===== src/rtl/pipelined_addsub_n_if.sv =====
// Streaming operand/result bundle for the segmented add/sub unit.
// The per-beat sat input exists only when ADDSUB_SATURATE_EN is defined.
interface pipelined_addsub_n_if #(parameter int WIDTH = 32);
    logic             in_valid;
    logic             in_ready;
    logic [WIDTH-1:0] A;
    logic [WIDTH-1:0] B;
    logic             sub;
`ifdef ADDSUB_SATURATE_EN
    logic             sat;
`endif
    logic             out_valid;
    logic             out_ready;
    logic [WIDTH-1:0] Sum;
    logic             Cout;
    logic             Overflow;

    modport master (
        output in_valid, A, B, sub,
`ifdef ADDSUB_SATURATE_EN
        output sat,
`endif
        output out_ready,
        input  in_ready, out_valid, Sum, Cout, Overflow
    );

    modport slave (
        input  in_valid, A, B, sub,
`ifdef ADDSUB_SATURATE_EN
        input  sat,
`endif
        input  out_ready,
        output in_ready, out_valid, Sum, Cout, Overflow
    );
endinterface


===== src/rtl/pipelined_addsub_n.sv =====
// Segmented add/sub: one SEG-bit ripple per pipeline stage, global-stall valid/ready.
// Define ADDSUB_SATURATE_EN to add the per-beat sat input that clamps on signed overflow.
module addsub_seg #(parameter int SEG = 8) (
    input  logic [SEG-1:0] a,
    input  logic [SEG-1:0] b,
    input  logic           cin,
    output logic [SEG-1:0] s,
    output logic           cout
);
    assign {cout, s} = {1'b0, a} + {1'b0, b} + {{SEG{1'b0}}, cin};
endmodule

module pipelined_addsub_n #(
    parameter int WIDTH = 32,
    parameter int SEG   = 8
) (
    input logic                 clk,
    input logic                 rst_n,
    pipelined_addsub_n_if.slave io
);
    localparam int STAGES = WIDTH / SEG;

    logic                           adv;
    logic [STAGES:0]                vld_pipe;
    logic [STAGES-1:0]              vld_q;
    logic [STAGES-1:0][SEG-1:0]     seg_a, seg_b, seg_s;
    logic [STAGES-1:0]              seg_ci, seg_co;

    // Whole pipe advances together; in_ready never looks at in_valid.
    assign adv          = ~io.out_valid | io.out_ready;
    assign io.in_ready  = adv;
    assign vld_pipe     = {vld_q, io.in_valid};
    assign io.out_valid = vld_pipe[STAGES];

    always_ff @(posedge clk) begin
        if (!rst_n)   vld_q <= '0;
        else if (adv) vld_q <= vld_pipe[STAGES-1:0];
    end

    addsub_seg #(.SEG(SEG)) u_seg [STAGES-1:0] (
        .a    (seg_a),
        .b    (seg_b),
        .cin  (seg_ci),
        .s    (seg_s),
        .cout (seg_co)
    );

    // Stage k carries finished low segments in res and untouched high operand bits in opa/opb.
    for (genvar k = 0; k < STAGES; k++) begin : stg
        localparam int LO = k * SEG;
        localparam int HI = LO + SEG;

        logic [WIDTH-1:LO] src_a, src_b;
        logic [HI-1:0]     res_nx;
        logic              src_c;
`ifdef ADDSUB_SATURATE_EN
        logic              src_sat;
`endif

        if (k == 0) begin : g_src
            assign src_a  = io.A;
            assign src_b  = io.B ^ {WIDTH{io.sub}};
            assign src_c  = io.sub;
            assign res_nx = seg_s[k];
`ifdef ADDSUB_SATURATE_EN
            assign src_sat = io.sat;
`endif
        end else begin : g_src
            assign src_a  = stg[k-1].g_mid.opa;
            assign src_b  = stg[k-1].g_mid.opb;
            assign src_c  = stg[k-1].g_mid.cy;
            assign res_nx = {seg_s[k], stg[k-1].g_mid.res};
`ifdef ADDSUB_SATURATE_EN
            assign src_sat = stg[k-1].g_mid.sat;
`endif
        end

        assign seg_a[k]  = src_a[HI-1:LO];
        assign seg_b[k]  = src_b[HI-1:LO];
        assign seg_ci[k] = src_c;

        if (k < STAGES - 1) begin : g_mid
            logic [WIDTH-1:HI] opa, opb;
            logic [HI-1:0]     res;
            logic              cy;
`ifdef ADDSUB_SATURATE_EN
            logic              sat;
`endif
            // Data is don't-care behind a bubble, so only adv gates the load.
            always_ff @(posedge clk) begin
                if (adv) begin
                    opa <= src_a[WIDTH-1:HI];
                    opb <= src_b[WIDTH-1:HI];
                    res <= res_nx;
                    cy  <= seg_co[k];
`ifdef ADDSUB_SATURATE_EN
                    sat <= src_sat;
`endif
                end
            end
        end else begin : g_last
            logic             ovf;
            logic [WIDTH-1:0] sum_fin;

            // carry into MSB recovered as a^b^s at that bit
            assign ovf = seg_co[k] ^ src_a[WIDTH-1] ^ src_b[WIDTH-1] ^ res_nx[WIDTH-1];
`ifdef ADDSUB_SATURATE_EN
            assign sum_fin = (src_sat && ovf) ?
                             {~res_nx[WIDTH-1], {(WIDTH-1){res_nx[WIDTH-1]}}} : res_nx;
`else
            assign sum_fin = res_nx;
`endif

            // Outputs only move on a real beat so they hold across bubbles.
            always_ff @(posedge clk) begin
                if (!rst_n) begin
                    io.Sum      <= '0;
                    io.Cout     <= 1'b0;
                    io.Overflow <= 1'b0;
                end else if (adv && vld_pipe[k]) begin
                    io.Sum      <= sum_fin;
                    io.Cout     <= seg_co[k];
                    io.Overflow <= ovf;
                end
            end
        end
    end
endmodule


===== src/flat_wrapper.sv =====
// flat-port wrapper written by rule: the top's interface ports become plain ports
module pipelined_addsub_n_flat 
#(
    parameter int WIDTH = 32,
    parameter int SEG   = 8
)
  (clk, rst_n, io_in_valid, io_A, io_B, io_sub, io_out_ready, io_in_ready, io_out_valid, io_Sum, io_Cout, io_Overflow);
  pipelined_addsub_n_if #(.WIDTH(WIDTH)) io_i ();
  input logic clk;
  input logic rst_n;
  input wire logic [$bits(io_i.in_valid)-1:0] io_in_valid;
  input wire logic [$bits(io_i.A)-1:0] io_A;
  input wire logic [$bits(io_i.B)-1:0] io_B;
  input wire logic [$bits(io_i.sub)-1:0] io_sub;
  input wire logic [$bits(io_i.out_ready)-1:0] io_out_ready;
  output wire logic [$bits(io_i.in_ready)-1:0] io_in_ready;
  output wire logic [$bits(io_i.out_valid)-1:0] io_out_valid;
  output wire logic [$bits(io_i.Sum)-1:0] io_Sum;
  output wire logic [$bits(io_i.Cout)-1:0] io_Cout;
  output wire logic [$bits(io_i.Overflow)-1:0] io_Overflow;
  assign io_i.in_valid = io_in_valid;
  assign io_i.A = io_A;
  assign io_i.B = io_B;
  assign io_i.sub = io_sub;
  assign io_i.out_ready = io_out_ready;
  assign io_in_ready = io_i.in_ready;
  assign io_out_valid = io_i.out_valid;
  assign io_Sum = io_i.Sum;
  assign io_Cout = io_i.Cout;
  assign io_Overflow = io_i.Overflow;
  pipelined_addsub_n #(.WIDTH(WIDTH), .SEG(SEG)) u_core (.clk(clk), .rst_n(rst_n), .io(io_i));
endmodule

===== config.mk =====
export PLATFORM = sky130hd
export DESIGN_NAME = pipelined_addsub_n_flat
export DESIGN_NICKNAME = d
export VERILOG_FILES = /design/src/rtl/pipelined_addsub_n_if.sv /design/src/rtl/pipelined_addsub_n.sv /design/src/flat_wrapper.sv
export SDC_FILE = /design/constraint.sdc
export NUM_CORES = 1
export LEC_CHECK = 0
export BUFFER_PORTS_ARGS = -buffer_cell sky130_fd_sc_hd__buf_2
export CAP_MARGIN = 20
export CORE_MARGIN = 8
export CORE_UTILIZATION = 25
export CTS_CLUSTER_DIAMETER = 100
export CTS_CLUSTER_SIZE = 10
export DETAILED_ROUTE_END_ITERATION = 6
export PLACE_DENSITY = 0.43
export SYNTH_ARGS = -nofsm -noshare
export SYNTH_HDL_FRONTEND = slang
export SYNTH_SLANG_ARGS = --single-unit

===== constraint.sdc =====
create_clock -name clk -period 4.8 [get_ports clk]
set_clock_uncertainty 0.2 [all_clocks]
set_input_delay 0.24 -clock clk [delete_from_list [all_inputs] [get_ports clk]]
set_output_delay 0.24 -clock clk [all_outputs]
set_load 0.05 [all_outputs]

# --- After elaboration in Yosys (flattened, before gate mapping) ---
# Index checks and enable logic that the tools add are counted.
classes:
  add_sub_neg: 8
  bitwise: 6
  n_reduce_logical: 1
ops:
  columns: ["operator", "count"]
  rows:
  - ["adder 8 x 8 -> 9 bit", 4]
  - ["adder 9 x 1 -> 9 bit", 4]
  - ["bitwise XOR 32 bit", 1]
  - ["bitwise XOR 1 bit", 3]
  - ["logical AND 1 bit", 1]
  - ["NOT 1 bit", 1]
  - ["OR 1 bit", 1]
word_totals:
  regBits: 185
  input_bits: 69
  out_inout_bits: 36
  elab_cells: 31

# --- Logic depth before layout (Yosys ltp) ---
# Gate-level depths: netlist of the first run.
logic_depth:
  word_depth: 5
  mapped_depth: 10

# --- By module ---
# A second synthesis of the first run with hierarchy kept.
unflattened:
  cells_unflattened: 520
  area_unflattened_um2: 7546.0
by_module_without_submodules:
  columns: ["module", "instances", "cells_each", "area_each_um2", "seq_area_each_um2"]
  rows:
  - ["pipelined_addsub_n", 1, 358, 6219.7, 5175.0]
  - ["addsub_seg (u_core.u_seg[0] ...)", 3, 40, 331.6, 0.0]
  - ["addsub_seg (u_core.u_seg[2])", 1, 42, 331.6, 0.0]

# --- Worst setup path after synthesis of the first run ---
# Ideal clock, no wire load.
synth_path:
  path_kind: "flip-flop to flip-flop"
  from: "register u_core.vld_q[3]"
  to: "register u_core.io.Cout"
  setup_ns: 0.116
  arrival_ns: 3.456
  required_time_ns: 4.484
  path_slack_ns: 1.027
  stages_incl_launch_ff: 8
  n_path_buf: 3
  synth_period_minus_slack_ns: 3.773
  path_cell_list: "dfxtp_1 -> nand2b_1 -> buf_2 -> and2_1 -> clkbuf_1 -> buf_2 -> nand2_1 -> o211a_1"
synth_via:
  elab_chain_len: 3
synth_rtl:
  columns: ["item", "line", "rtl"]
  rows:
  - ["from (decl)", "pipelined_addsub_n.sv:25", "logic [STAGES-1:0] vld_q;"]
  - ["from (signal assigned)", "pipelined_addsub_n.sv:37", "else if (adv) vld_q <= vld_pipe[STAGES-1:0];"]
  - ["NOT 1 bit", "pipelined_addsub_n.sv:30", "assign adv = ~io.out_valid | io.out_ready;"]
  - ["OR 1 bit", "pipelined_addsub_n.sv:30", null]
  - ["named net io_in_ready", "flat_wrapper.sv:16", "output wire logic [$bits(io_i.in_ready)-1:0] io_in_ready;"]
  - ["logical AND 1 bit", "pipelined_addsub_n.sv:120", "end else if (adv && vld_pipe[k]) begin"]
  - ["to (signal assigned)", "pipelined_addsub_n.sv:122", "io.Cout <= seg_co[k];"]
  - ["to (decl)", "pipelined_addsub_n_if.sv:33", "output in_ready, out_valid, Sum, Cout, Overflow"]
# The timed path passes the listed nets, and every way through them passes these cells.
# A chain may end at the register's enable or synchronous reset.

# --- Worst setup path in the final report of the first run ---
layout_path:
  from: "register u_core.vld_q[3]"
  to: "output port io_in_ready"
layout_via:
  elab_chain_len: 2
layout_rtl:
  columns: ["item", "line"]
  rows:
  - ["NOT 1 bit", "pipelined_addsub_n.sv:30"]
  - ["OR 1 bit", "pipelined_addsub_n.sv:30"]
  - ["to (decl)", "flat_wrapper.sv:16"]
# Every way passes these cells.

==> summary.log, run 1 <==
[sta] setup repair after global routing missed its margin no
[drt] count of TritonRoute iterations in the first routing pass 4
[floorplan] Core Rows 63
[status] run status finished, final reports clean
[final_layout] Inserted Diodes 0
[clock_tree] clock-pin slew on the worst setup and hold paths 0.07 ns
[yosys] sequential-to-total area share from yosys stat 0.703
[floorplan] effective utilization at floorplan 0.251
[pwr] Net Sw Frac 0.234
[yosys] Post-synth EDFFs 147
[pwr] sequential group share of total power 0.547
[pwr] Tot Pwr 3.75 mW
[pwr] leakage power figure 3.74 nW
[global_route] met1 layer usage reported by global route 0.0920
[drt] routed wire length 14000 um
[pwr] design internal power 2.88 mW
[yosys] post-synthesis instance area 7360 sq um
[critical_path] required time of the worst setup path 4.36 ns
[yosys] most frequent cells after synthesis edfxtp_1, nand2_1, dfxtp_1, xor2_1
[clock_tree] TritonCTS Sinks 185
[flow_run] max-cap violation count 0
[final_layout] filler cell count in the final layout 2941
[floorplan] area of the placeable core 29300 sq um
[sta] Least-Margin Pin Slew 0.738 ns
[drt] post-detailed-route DRC marker count 0
[yosys] most frequent cell after synthesis edfxtp_1
[critical_path] type of the worst setup path flop to output port
[drt] DRC marker count from the first detailed-route iteration 200
[global_route] met2 usage 0.143
[yosys] library cell with the largest summed area after synthesis edfxtp_1
[critical_path] cell with the largest stage delay on the worst path buf_4
[sta] post-route fraction of the period consumed by the critical path 0.584
[yosys] synthesized-area fraction occupied by and/or/nand/nor cells 0.0649
[yosys] xor/xnor share of the synthesized area 0.0653
[final_layout] Layout area overhead 27.3%
[final_layout] combined area of the multi-input logic cells 2060 sq um
[yosys] Most used DFF post-synth edfxtp_1
[critical_path] worst reg2reg path startpoint u_core.stg[2].g_mid.cy
[clock_tree] clock tree from TritonCTS yes
[place] detailed-placement wirelength estimate 9840 um
[clock_tree] clk root buf clkbuf_16
[floorplan] Die X 188 um
[critical_path] worst setup slack for register-to-register paths 2.33 ns
[global_route] wire length of the first global-routing pass 22900 um
[min_path] kind of path behind the tightest hold check input pin to flop
[yosys] synth top area cells edfxtp_1, dfxtp_1, ha_1
[critical_path] critical path startpoint category flop
[yosys] portion of netlist area occupied by mux cells 0.00544
[clock_tree] maximum clock path buffer count 2
[drt] mean routed wirelength per cell 13.1 um
[pwr] total power density per cell area 401 nW/um^2
[yosys] number of warning messages in the yosys log 0
[critical_path] Worst Setup End Kind output port
[clock_tree] total number of H-tree levels 4
[pwr] clock power share 0.333
[min_path] hold_sp io_A[7]
[min_path] worst-case hold path end point u_core.stg[0].g_mid.cy
[sta] number of hold violations in the final report 0
[final_layout] combined flip-flop and latch cell area 5170 sq um
[drt] Vias per Instance 3.93
[final_layout] fraction of layout cells with a size suffix above 1 0.209
[clock_tree] number of resized instances in the post-cts repair step 0
[critical_path] CP delay by family, top buffers and inverters
[global_route] gr usage total 0.0834
[yosys] synthesized-area fraction occupied by ao, oa, aoi and oai cells 0.0762
[critical_path] peak per-stage delay on the critical path 0.68 ns
[global_route] busiest layer in global routing met2
[pwr] switching power 0.879 mW
[yosys] share of flip-flops with an asynchronous set or reset 0
[critical_path] highest net fanout along the worst path 55
[yosys] Avg Synthesized Cell Area 14.6 sq um
[floorplan] I/O pin count 105
[floorplan] Die Y 188 um
[pwr] Gate power share 0.120
[drt] count of antenna-violating nets left after detailed routing 0
[yosys] Synth Area in Adders 0.0666
[global_route] via count of the first global-routing pass 4420
[yosys] Cell variety after synth 37
[final_layout] Final #Nets 769
[clock_tree] clock latency reported for the late side of the worst-skew pair 0.42 ns
[yosys] Synth Instances 503
[sta] final-report setup violation count 0
[yosys] dominant combinational cell family by area after synthesis compound AO/OA/AOI/OAI gates
[critical_path] worst path bufs/invs 2
[yosys] net count after synthesis 607
[global_route] GRT Residual Overflow 0
[min_path] worst hold stages 4
[sta] Sum Neg Setup Slack 0 ns
[final_layout] final non-filler cell area 9370 sq um
[sta] Worst Hold Slack 0.0614 ns
[global_route] maximum number of pins on one net before global-route repair 56
[global_route] global-route met3 utilization 0.0271
[sta] Final Slew Violations 0
[pwr] Worst IR Drop VDD 0.000217 V
[sta] post-layout minimum cycle time 2.80 ns
[critical_path] logic depth of the worst register-to-register path 9
[place] total cell area at the placement stage 8340 sq um
[global_route] number of antenna violations at the first check in global routing 0
[sta] maximum clock frequency 357 MHz
[floorplan] Total Die Area 35200 sq um
[yosys] number of register bits inferred by synthesis 185
[drt] vias 4194
[yosys] area share of the largest cell type after synthesis 0.600
[place] PortBufs 104
[sta] worst max-slew margin expressed relative to the limit 0.508
[place] routability congestion estimate from global placement 0.794
[critical_path] arrival time of the worst setup path 2.36 ns
[critical_path] cell breakdown of the critical path nand2b_4 -> buf_4 -> buf_2
[critical_path] worst reg2reg path endpoint u_core.io.Overflow
[clock_tree] cts bufs inserted 17
[worst reg2reg max path, stage by stage, from the launching register on]
cell	delay, ns
edfxtp_1	0.40
fa_1	0.49
inv_1	0.10
fa_1	0.21
nor2b_1	0.07
o31a_1	0.29
o22ai_1	0.20
xnor2_1	0.16
xnor2_1	0.14
a21oi_1	0.08
[final cells by class]
| type | count | area share |
|---|---|---|
| sequential | 185 | 0.552 |
| multi-input combinational | 284 | 0.220 |
| timing repair buffer | 159 | 0.113 |
| tap | 390 | 0.0521 |
| clock buffer | 21 | 0.0481 |
| clock inverter | 11 | 0.00788 |
| inverter | 18 | 0.00721 |
[through the flow]
step	worst slack (ns)	util	instances
2_1_floorplan	1.03	-	503
4_1_cts	1.88	0.320	1068
5_1_grt	1.76	0.320	1068
3_3_place_gp	2.23	0.284	985
6_report	2.00	0.320	1068
3_5_place_dp	2.21	0.284	985
[kinds of logic after synthesis]
kind of cell / count (synthesis)
buffers and inverters: 34
xor gates and xnor gates: 54
and+or+nand+nor: 109
DFF: 185
AOI/OAI and AO/OA: 82
muxes: 4
adders and majority gates: 35
[flip-flops by register name, summed over array words and instances, names as in the netlist]
signal                count
u_core.io.Sum            32
u_core.stg.g_mid.res     48
u_core.vld_q              4
u_core.io.Overflow        1
u_core.stg.g_mid.cy       3
u_core.stg.g_mid.opb     48
u_core.stg.g_mid.opa     48
u_core.io.Cout            1
[power groups by stage]
stage                     clock network, mW  registers, mW  logic [mW]
final                                  1.25           2.05       0.452
after global routing                   1.37           2.08       0.510
after CTS                              1.30           2.06       0.462
after detailed placement                  0           2.09       0.426
after global placement                    0           2.09       0.421
after floorplan                           0           2.11       0.280
[layer usage]
metal | wire [um] | vias to the layer above
li1 | - | 2120
met1 | 5970 | 1968
met4 | 332 | 0
met3 | 612 | 22
met5 | 0 | -
met2 | 7100 | 84
[cells in the final DEF, fill, tap and decap left out, types with 2 or more instances in the layout]
| cell type | instances |
|---|---|
| xor2_1 | 36 |
| nor2b_1 | 9 |
| o21a_1 | 3 |
| clkinv_4 | 4 |
| o41ai_1 | 2 |
| a21oi_1 | 14 |
| clkbuf_16 | 17 |
| mux2i_1 | 4 |
| nand3_1 | 3 |
| clkinv_2 | 3 |
| inv_1 | 18 |
| a211oi_1 | 3 |
| nor3_1 | 6 |
| nor2_1 | 13 |
| nand2_1 | 67 |
| edfxtp_1 | 147 |
| inv_4 | 2 |
| a21o_1 | 6 |
| dlygate4sd3_1 | 51 |
| buf_4 | 4 |
| a21boi_0 | 28 |
| o21ai_0 | 17 |
| fa_1 | 7 |
| o211a_1 | 3 |
| ha_1 | 28 |
| xnor2_1 | 17 |
| dfxtp_1 | 38 |
| nand2b_1 | 5 |
| clkbuf_1 | 3 |
| buf_2 | 104 |
[how the worst max path moves through the flow]
stage	cells past startpoint	slack [ns]	startpoint	end
after floorplan	7	1.03	u_core.vld_q[3]	u_core.io.Cout
after detailed placement	8	2.21	io_sub	u_core.stg[0].g_mid.res[7]
after global routing	3	1.76	u_core.vld_q[3]	io_in_ready
after global placement	8	2.23	io_sub	u_core.stg[0].g_mid.res[7]
final	3	2.00	u_core.vld_q[3]	io_in_ready
after CTS	3	1.88	u_core.vld_q[3]	io_in_ready
[what timing repair did]
action                                 in CTS  in global routing
hold buffers                               51                  0
buffers inserted                            0                  0
endpoints found under the hold margin      50                  0
(Power assumes the default switching activity.)
==> inputs of run 2 (changes only) <==
--- a/config.mk
+++ b/config.mk
@@ -12,7 +12,7 @@
 export CTS_CLUSTER_DIAMETER = 100
 export CTS_CLUSTER_SIZE = 10
 export DETAILED_ROUTE_END_ITERATION = 6
-export PLACE_DENSITY = 0.43
+export PLACE_DENSITY = 0.45
 export SYNTH_ARGS = -nofsm -noshare
 export SYNTH_HDL_FRONTEND = slang
 export SYNTH_SLANG_ARGS = --single-unit
==> constraint.sdc (replaced) <==
create_clock -name clk -period 2.4 [get_ports clk]
set_clock_uncertainty 0.2 [all_clocks]
set_input_delay 0.12 -clock clk [delete_from_list [all_inputs] [get_ports clk]]
set_output_delay 0.12 -clock clk [all_outputs]
set_load 0.05 [all_outputs]
==> run 2 against run 1 <==
Net effect:
- final cell count increased by 1.0%
- wire length increased by 0.24%
- critical path depth increased by 6
- combinational power increased by 110%
- global-route usage decreased by 0.16 points
- clock power increased by 100%
- worst hold slack got worse by 0.027 ns
- die area unchanged
- total power increased by 100%
- final area increased by 1.8%
- sequential share of layout area decreased by 1.0 points
- register-to-register slack got worse by 2.2 ns
- largest power group unchanged
==> summary.log, run 2 (synthesis gave the netlist of run 1 again) <==
[status] run status finished, final reports clean
[pwr] Worst IR Drop VDD 0.000446 V
[clock_tree] clock tree from TritonCTS yes
[floorplan] I/O pin count 105
[pwr] leakage power figure 3.82 nW
[critical_path] required time of the worst setup path 2.49 ns
[clock_tree] total number of H-tree levels 4
[critical_path] peak per-stage delay on the critical path 0.43 ns
[clock_tree] maximum clock path buffer count 2
[clock_tree] clk root buf clkbuf_16
[critical_path] CP delay by family, top adder cells
[sta] Final Slew Violations 0
[pwr] clock power share 0.333
[drt] post-detailed-route DRC marker count 0
[sta] post-layout minimum cycle time 2.29 ns
[floorplan] Core Rows 63
[drt] Vias per Instance 3.95
[clock_tree] clock-pin slew on the worst setup and hold paths 0.07 ns
[global_route] GRT Residual Overflow 0
[critical_path] Worst Setup End Kind flop
[final_layout] filler cell count in the final layout 2964
[sta] post-route worst setup slack 0.110 ns
[drt] DRC marker count from the first detailed-route iteration 175
[drt] count of antenna-violating nets left after detailed routing 0
[sta] post-route fraction of the period consumed by the critical path 0.954
[pwr] switching power 1.83 mW
[sta] setup repair after global routing missed its margin yes
[pwr] Net Sw Frac 0.240
[global_route] number of antenna violations at the first check in global routing 0
[drt] routed wire length 14000 um
[sta] maximum clock frequency 437 MHz
[critical_path] type of the worst setup path flop to flop
[critical_path] highest net fanout along the worst path 3
[pwr] Gate power share 0.126
[floorplan] area of the placeable core 29300 sq um
[floorplan] effective utilization at floorplan 0.251
[final_layout] biggest registers after layout u_core.stg.g_mid.opa x48, u_core.stg.g_mid.opb x48, u_core.stg.g_mid.res x48
[sta] final-report setup violation count 0
[global_route] maximum number of pins on one net before global-route repair 80
[global_route] gr usage total 0.0818
[place] PortBufs 104
[min_path] kind of path behind the tightest hold check input pin to flop
[place] detailed-placement wirelength estimate 9780 um
[final_layout] Layout area overhead 29.7%
[clock_tree] cts bufs inserted 17
[pwr] sequential group share of total power 0.541
[clock_tree] clock latency reported for the late side of the worst-skew pair 0.42 ns
[sta] worst max-slew margin expressed relative to the limit 0.563
[final_layout] Final #Nets 780
[place] routability congestion estimate from global placement 0.758
[sta] Least-Margin Pin Slew 0.656 ns
[clock_tree] post-CTS repair timing setup buffer count 0
[final_layout] most common library cell in the layout ignoring fill and taps edfxtp_1
[critical_path] arrival time of the worst setup path 2.38 ns
[sta] Sum Neg Setup Slack 0 ns
[drt] count of TritonRoute iterations in the first routing pass 4
[drt] mean routed wirelength per cell 13.0 um
[drt] vias 4266
[sta] number of hold violations in the final report 0
[final_layout] leading cell types in the layout, fill and taps excluded edfxtp_1, buf_2, nand2_1, dlygate4sd3_1, dfxtp_1
[critical_path] critical path startpoint category flop
[final_layout] fraction of layout cells with a size suffix above 1 0.229
[critical_path] worst path bufs/invs 1
[place] post-placement setup slack -0.0340 ns
[global_route] wire length of the first global-routing pass 22900 um
[pwr] design internal power 5.78 mW
[flow_run] max-cap violation count 0
[clock_tree] TritonCTS Sinks 185
[pwr] total power density per cell area 796 nW/um^2
[critical_path] cell breakdown of the critical path fa_2 -> inv_2 -> fa_2 -> nor2b_1 -> o31a_1 -> o22ai_2 -> xnor2_1 -> xnor2_1 -> a21oi_1
[floorplan] Die X 188 um
[final_layout] Inserted Diodes 0
[floorplan] Die Y 188 um
[global_route] via count of the first global-routing pass 4517
[critical_path] cell with the largest stage delay on the worst path edfxtp_1
[floorplan] Total Die Area 35200 sq um
-- run 2: cell types whose count changed in the layout (fill, tap and decap cells not counted), sizes merged --
cell | before | now
buf | 108 | 115
clkbuf | 21 | 20
dlygate4sd3 | 51 | 55
clkinvlp | 1 | 2
inv | 20 | 22
clkinv | 8 | 6
-- run 2: final cells by class --
| type | instances | area (sq um) | share of cell area |
|---|---|---|---|
| Clock inverter | 12 | 92.6 | 0.00970 |
| Clock buffer | 20 | 437 | 0.0457 |
| Sequential cell | 185 | 5170 | 0.542 |
| Tap cell | 390 | 488 | 0.0511 |
| Multi-Input combinational cell | 284 | 2100 | 0.220 |
| Timing Repair Buffer | 170 | 1190 | 0.125 |
| Inverter | 18 | 67.6 | 0.00708 |
-- run 2: final timing paths --
check,cells past startpoint,endpoint,slack [ns],start
max,9,u_core.io.Overflow,0.11,u_core.stg[2].g_mid.cy
max reg2reg,9,u_core.io.Overflow,0.11,u_core.stg[2].g_mid.cy
min reg2reg,0,u_core.stg[2].g_mid.opb[26],0.22,u_core.stg[1].g_mid.opb[26]
min,3,u_core.stg[0].g_mid.res[6],0.03,io_A[6]
-- run 2: worst reg2reg max path: stages, from the launching register on --
cell	delay (ns)
edfxtp_1	0.43
fa_2	0.42
inv_2	0.07
fa_2	0.20
nor2b_1	0.06
o31a_1	0.28
o22ai_2	0.14
xnor2_1	0.16
xnor2_1	0.13
a21oi_1	0.08
-- run 2: power by group through the flow --
stage	logic (mW)	clock network [mW]	registers (mW)
2_1_floorplan	0.562	0	4.21
3_5_place_dp	0.876	0	4.19
4_1_cts	0.959	2.64	4.12
5_1_grt	1.07	2.75	4.16
3_3_place_gp	0.861	0	4.18
6_report	0.957	2.53	4.12
-- run 2: timing repair --
item	4_1_cts	5_1_grt
pin swaps	0	2
endpoints found under the setup margin	4	10
hold buffers	55	0
resized for setup	3	11
hold endpoints to repair	55	0
-- run 2: metal layers --
layer  wire length [um]  up-vias  share of wire  track usage
met3                391       15          0.028       0.0189
li1                   -     2143              -            -
met1               6000     2038           0.43       0.0903
met2               7360       70           0.52        0.146
met5                  0        -              0            0
met4                289        0          0.021       0.0391
-- run 2: metrics by stage --
stage	area [sq um]	hold WS, ns	power (mW)	util	cells
final	9550	0.0340	7.60	0.326	1079
after global routing	9550	0.0368	7.98	0.326	1079
after CTS	9520	0.00932	7.73	0.325	1079
after detailed placement	8430	0.0987	5.07	0.287	992
after global placement	8430	0.0986	5.04	0.287	992
after floorplan	7380	0.0189	4.77	-	503
==> inputs of run 3 (changes only) <==
--- a/config.mk
+++ b/config.mk
@@ -9,9 +9,11 @@
 export CAP_MARGIN = 20
 export CORE_MARGIN = 8
 export CORE_UTILIZATION = 25
+export CTS_BUF_LIST = sky130_fd_sc_hd__clkbuf_8
 export CTS_CLUSTER_DIAMETER = 100
 export CTS_CLUSTER_SIZE = 10
 export DETAILED_ROUTE_END_ITERATION = 6
+export MAX_ROUTING_LAYER = met4
 export PLACE_DENSITY = 0.45
 export SYNTH_ARGS = -nofsm -noshare
 export SYNTH_HDL_FRONTEND = slang
==> run 3 against run 2 <==
Net effect:
- first-iteration DRC count rose by 1.7%
- core utilization is 0.52 points lower
- register-to-register slack hardly changed
- non-clock buffer count increased by 4
- global-route usage increased by 0.24 points
- final area decreased by 1.6%
- via count grew 0.61%
==> summary.log, run 3 (synthesis gave the netlist of run 1 again) <==
[status] run status finished, final reports clean
[final_layout] most common library cell in the layout ignoring fill and taps edfxtp_1
[sta] setup repair after global routing missed its margin yes
[clock_tree] maximum clock path buffer count 2
[clock_tree] total number of H-tree levels 4
[drt] post-detailed-route DRC marker count 0
[sta] Final Slew Violations 0
[drt] mean routed wirelength per cell 13.0 um
[critical_path] Worst Setup End Kind flop
[final_layout] Inserted Diodes 0
[floorplan] Die X 188 um
[min_path] worst-case hold path end point u_core.io.Cout
[global_route] wire length of the first global-routing pass 22900 um
[final_layout] final core utilization 0.320
[min_path] worst hold stages 2
[flow_run] max-cap violation count 0
[floorplan] area of the placeable core 29300 sq um
[clock_tree] clock latency reported for the late side of the worst-skew pair 0.45 ns
[critical_path] worst reg2reg path startpoint u_core.stg[2].g_mid.cy
[drt] Vias per Instance 3.96
[floorplan] effective utilization at floorplan 0.251
[drt] count of antenna-violating nets left after detailed routing 0
[floorplan] Total Die Area 35200 sq um
[clock_tree] TritonCTS Sinks 185
[critical_path] type of the worst setup path flop to flop
[sta] post-layout minimum cycle time 2.30 ns
[pwr] design internal power 5.16 mW
[clock_tree] clock-pin slew on the worst setup and hold paths 0.10 ns
[pwr] leakage power figure 3.76 nW
[global_route] gr usage total 0.0841
[final_layout] combined flip-flop and latch cell area 5170 sq um
[final_layout] filler cell count in the final layout 2979
[global_route] via count of the first global-routing pass 4526
[critical_path] peak per-stage delay on the critical path 0.44 ns
[pwr] switching power 1.75 mW
[floorplan] Die Y 188 um
[floorplan] I/O pin count 105
[sta] post-route fraction of the period consumed by the critical path 0.957
[final_layout] combined area of the multi-input logic cells 2100 sq um
[critical_path] cell breakdown of the critical path fa_2 -> inv_2 -> fa_2 -> nor2b_1 -> o31a_1 -> o22ai_2 -> xnor2_1 -> xnor2_1 -> a21oi_1
[critical_path] arrival time of the worst setup path 2.42 ns
[final_layout] leading cell types in the layout, fill and taps excluded edfxtp_1, buf_2, nand2_1, dlygate4sd3_1, dfxtp_1
[place] detailed-placement wirelength estimate 9780 um
[clock_tree] cts bufs inserted 17
[min_path] kind of path behind the tightest hold check input pin to flop
[global_route] GRT Residual Overflow 0
[final_layout] biggest registers after layout u_core.stg.g_mid.opa x48, u_core.stg.g_mid.opb x48, u_core.stg.g_mid.res x48
[floorplan] Core Rows 63
[clock_tree] clk root buf clkbuf_8
[global_route] number of antenna violations at the first check in global routing 0
[sta] maximum clock frequency 435 MHz
[place] PortBufs 104
[sta] number of hold violations in the final report 0
[clock_tree] clock tree from TritonCTS yes
[sta] Worst Hold Slack 0.0427 ns
[critical_path] worst setup slack for register-to-register paths 0.10 ns
[drt] count of TritonRoute iterations in the first routing pass 4
[min_path] hold_sp rst_n
[place] routability congestion estimate from global placement 0.768
[critical_path] highest net fanout along the worst path 3
[global_route] maximum number of pins on one net before global-route repair 80
[final_layout] fraction of layout cells with a size suffix above 1 0.228
[critical_path] critical path startpoint category flop
[drt] DRC marker count from the first detailed-route iteration 178
[drt] routed wire length 14100 um
[sta] Least-Margin Pin Slew 0.666 ns
[sta] worst max-slew margin expressed relative to the limit 0.556
[pwr] Net Sw Frac 0.253
[critical_path] cell with the largest stage delay on the worst path edfxtp_1
[pwr] Gate power share 0.139
[sta] final-report setup violation count 0
[pwr] clock power share 0.265
[final_layout] Layout area overhead 27.6%
[final_layout] Final #Nets 784
[critical_path] logic depth of the worst register-to-register path 9
[critical_path] worst reg2reg path endpoint u_core.io.Overflow
[drt] vias 4292
[pwr] sequential group share of total power 0.596
[pwr] total power density per cell area 735 nW/um^2
[critical_path] required time of the worst setup path 2.52 ns
[pwr] Worst IR Drop VDD 0.000262 V
-- run 3: cell types whose count changed in the layout (fill, tap and decap cells not counted) --
cell           delta
clkbuf_8         +17
inv_1             +3
dlygate4sd3_1     +4
clkbuf_16        -17
clkbuf_1          -3
-- run 3: layout make-up --
cell class,instances,area share
flip-flops and latches,185,0.551
multi-input cells,284,0.223
repair buffers,174,0.131
well taps,390,0.0519
clock buffers,17,0.0249
clock inverters,15,0.0111
inverters,18,0.00719
-- run 3: critical path, delay by kind of cell (launching register included) --
kind	cells	cell delay, ns
AO/OA/AOI/OAI	3	0.50
adder cells (fa/ha/maj)	2	0.62
AND/OR/NAND/NOR	1	0.06
buffers and inverters	1	0.07
XOR/XNOR	2	0.29
flip-flops	1	0.44
-- run 3: how the worst max path moves through the flow --
stage | cells past startpoint | endpoint | startpoint
final | 9 | u_core.io.Overflow | u_core.stg[2].g_mid.cy
after floorplan | 7 | u_core.io.Cout | u_core.vld_q[3]
after CTS | 6 | u_core.stg[2].g_mid.res[23] | u_core.stg[1].g_mid.cy
after global routing | 9 | u_core.stg[2].g_mid.cy | u_core.stg[1].g_mid.cy
after global placement | 9 | u_core.stg[2].g_mid.cy | u_core.stg[1].g_mid.cy
after detailed placement | 9 | u_core.stg[2].g_mid.cy | u_core.stg[1].g_mid.cy
-- run 3: routing by layer --
| layer | track usage | wire (um) | up-vias | share of wire |
|---|---|---|---|---|
| met5 | - | 0 | - | 0 |
| met4 | 0.0382 | 263 | 0 | 0.019 |
| met3 | 0.0178 | 335 | 18 | 0.024 |
| met2 | 0.145 | 7390 | 64 | 0.52 |
| met1 | 0.0920 | 6090 | 2059 | 0.43 |
| li1 | - | - | 2151 | - |
-- run 3: repair_timing --
action / 4_1_cts / 5_1_grt
cloned: 0 / 0
resized for setup: 3 / 11
endpoints found under the hold margin: 60 / 0
endpoints found under the setup margin: 4 / 11
hold buffers: 60 / 0
buffers inserted: 0 / 0
pin swaps: 0 / 2
-- run 3: power by group through the flow --
| stage | combinational, mW | sequential (mW) | clock (mW) |
|---|---|---|---|
| 2_1_floorplan | 0.562 | 4.21 | 0 |
| 3_3_place_gp | 0.861 | 4.18 | 0 |
| 3_5_place_dp | 0.876 | 4.19 | 0 |
| 4_1_cts | 0.969 | 4.12 | 1.92 |
| 5_1_grt | 1.07 | 4.16 | 2.05 |
| 6_report | 0.963 | 4.11 | 1.83 |
-- run 3: through the flow --
stage	power (mW)	cell area, sq um	instances	setup WS [ns]	setup TNS [ns]
after floorplan	4.77	7380	503	0.0934	0
after global placement	5.04	8430	992	-0.0180	-0.0180
after detailed placement	5.07	8430	992	-0.0340	-0.0640
after CTS	7.01	9380	1084	0.00465	0
after global routing	7.28	9400	1083	-0.0284	-0.0483
final	6.90	9400	1083	0.103	0
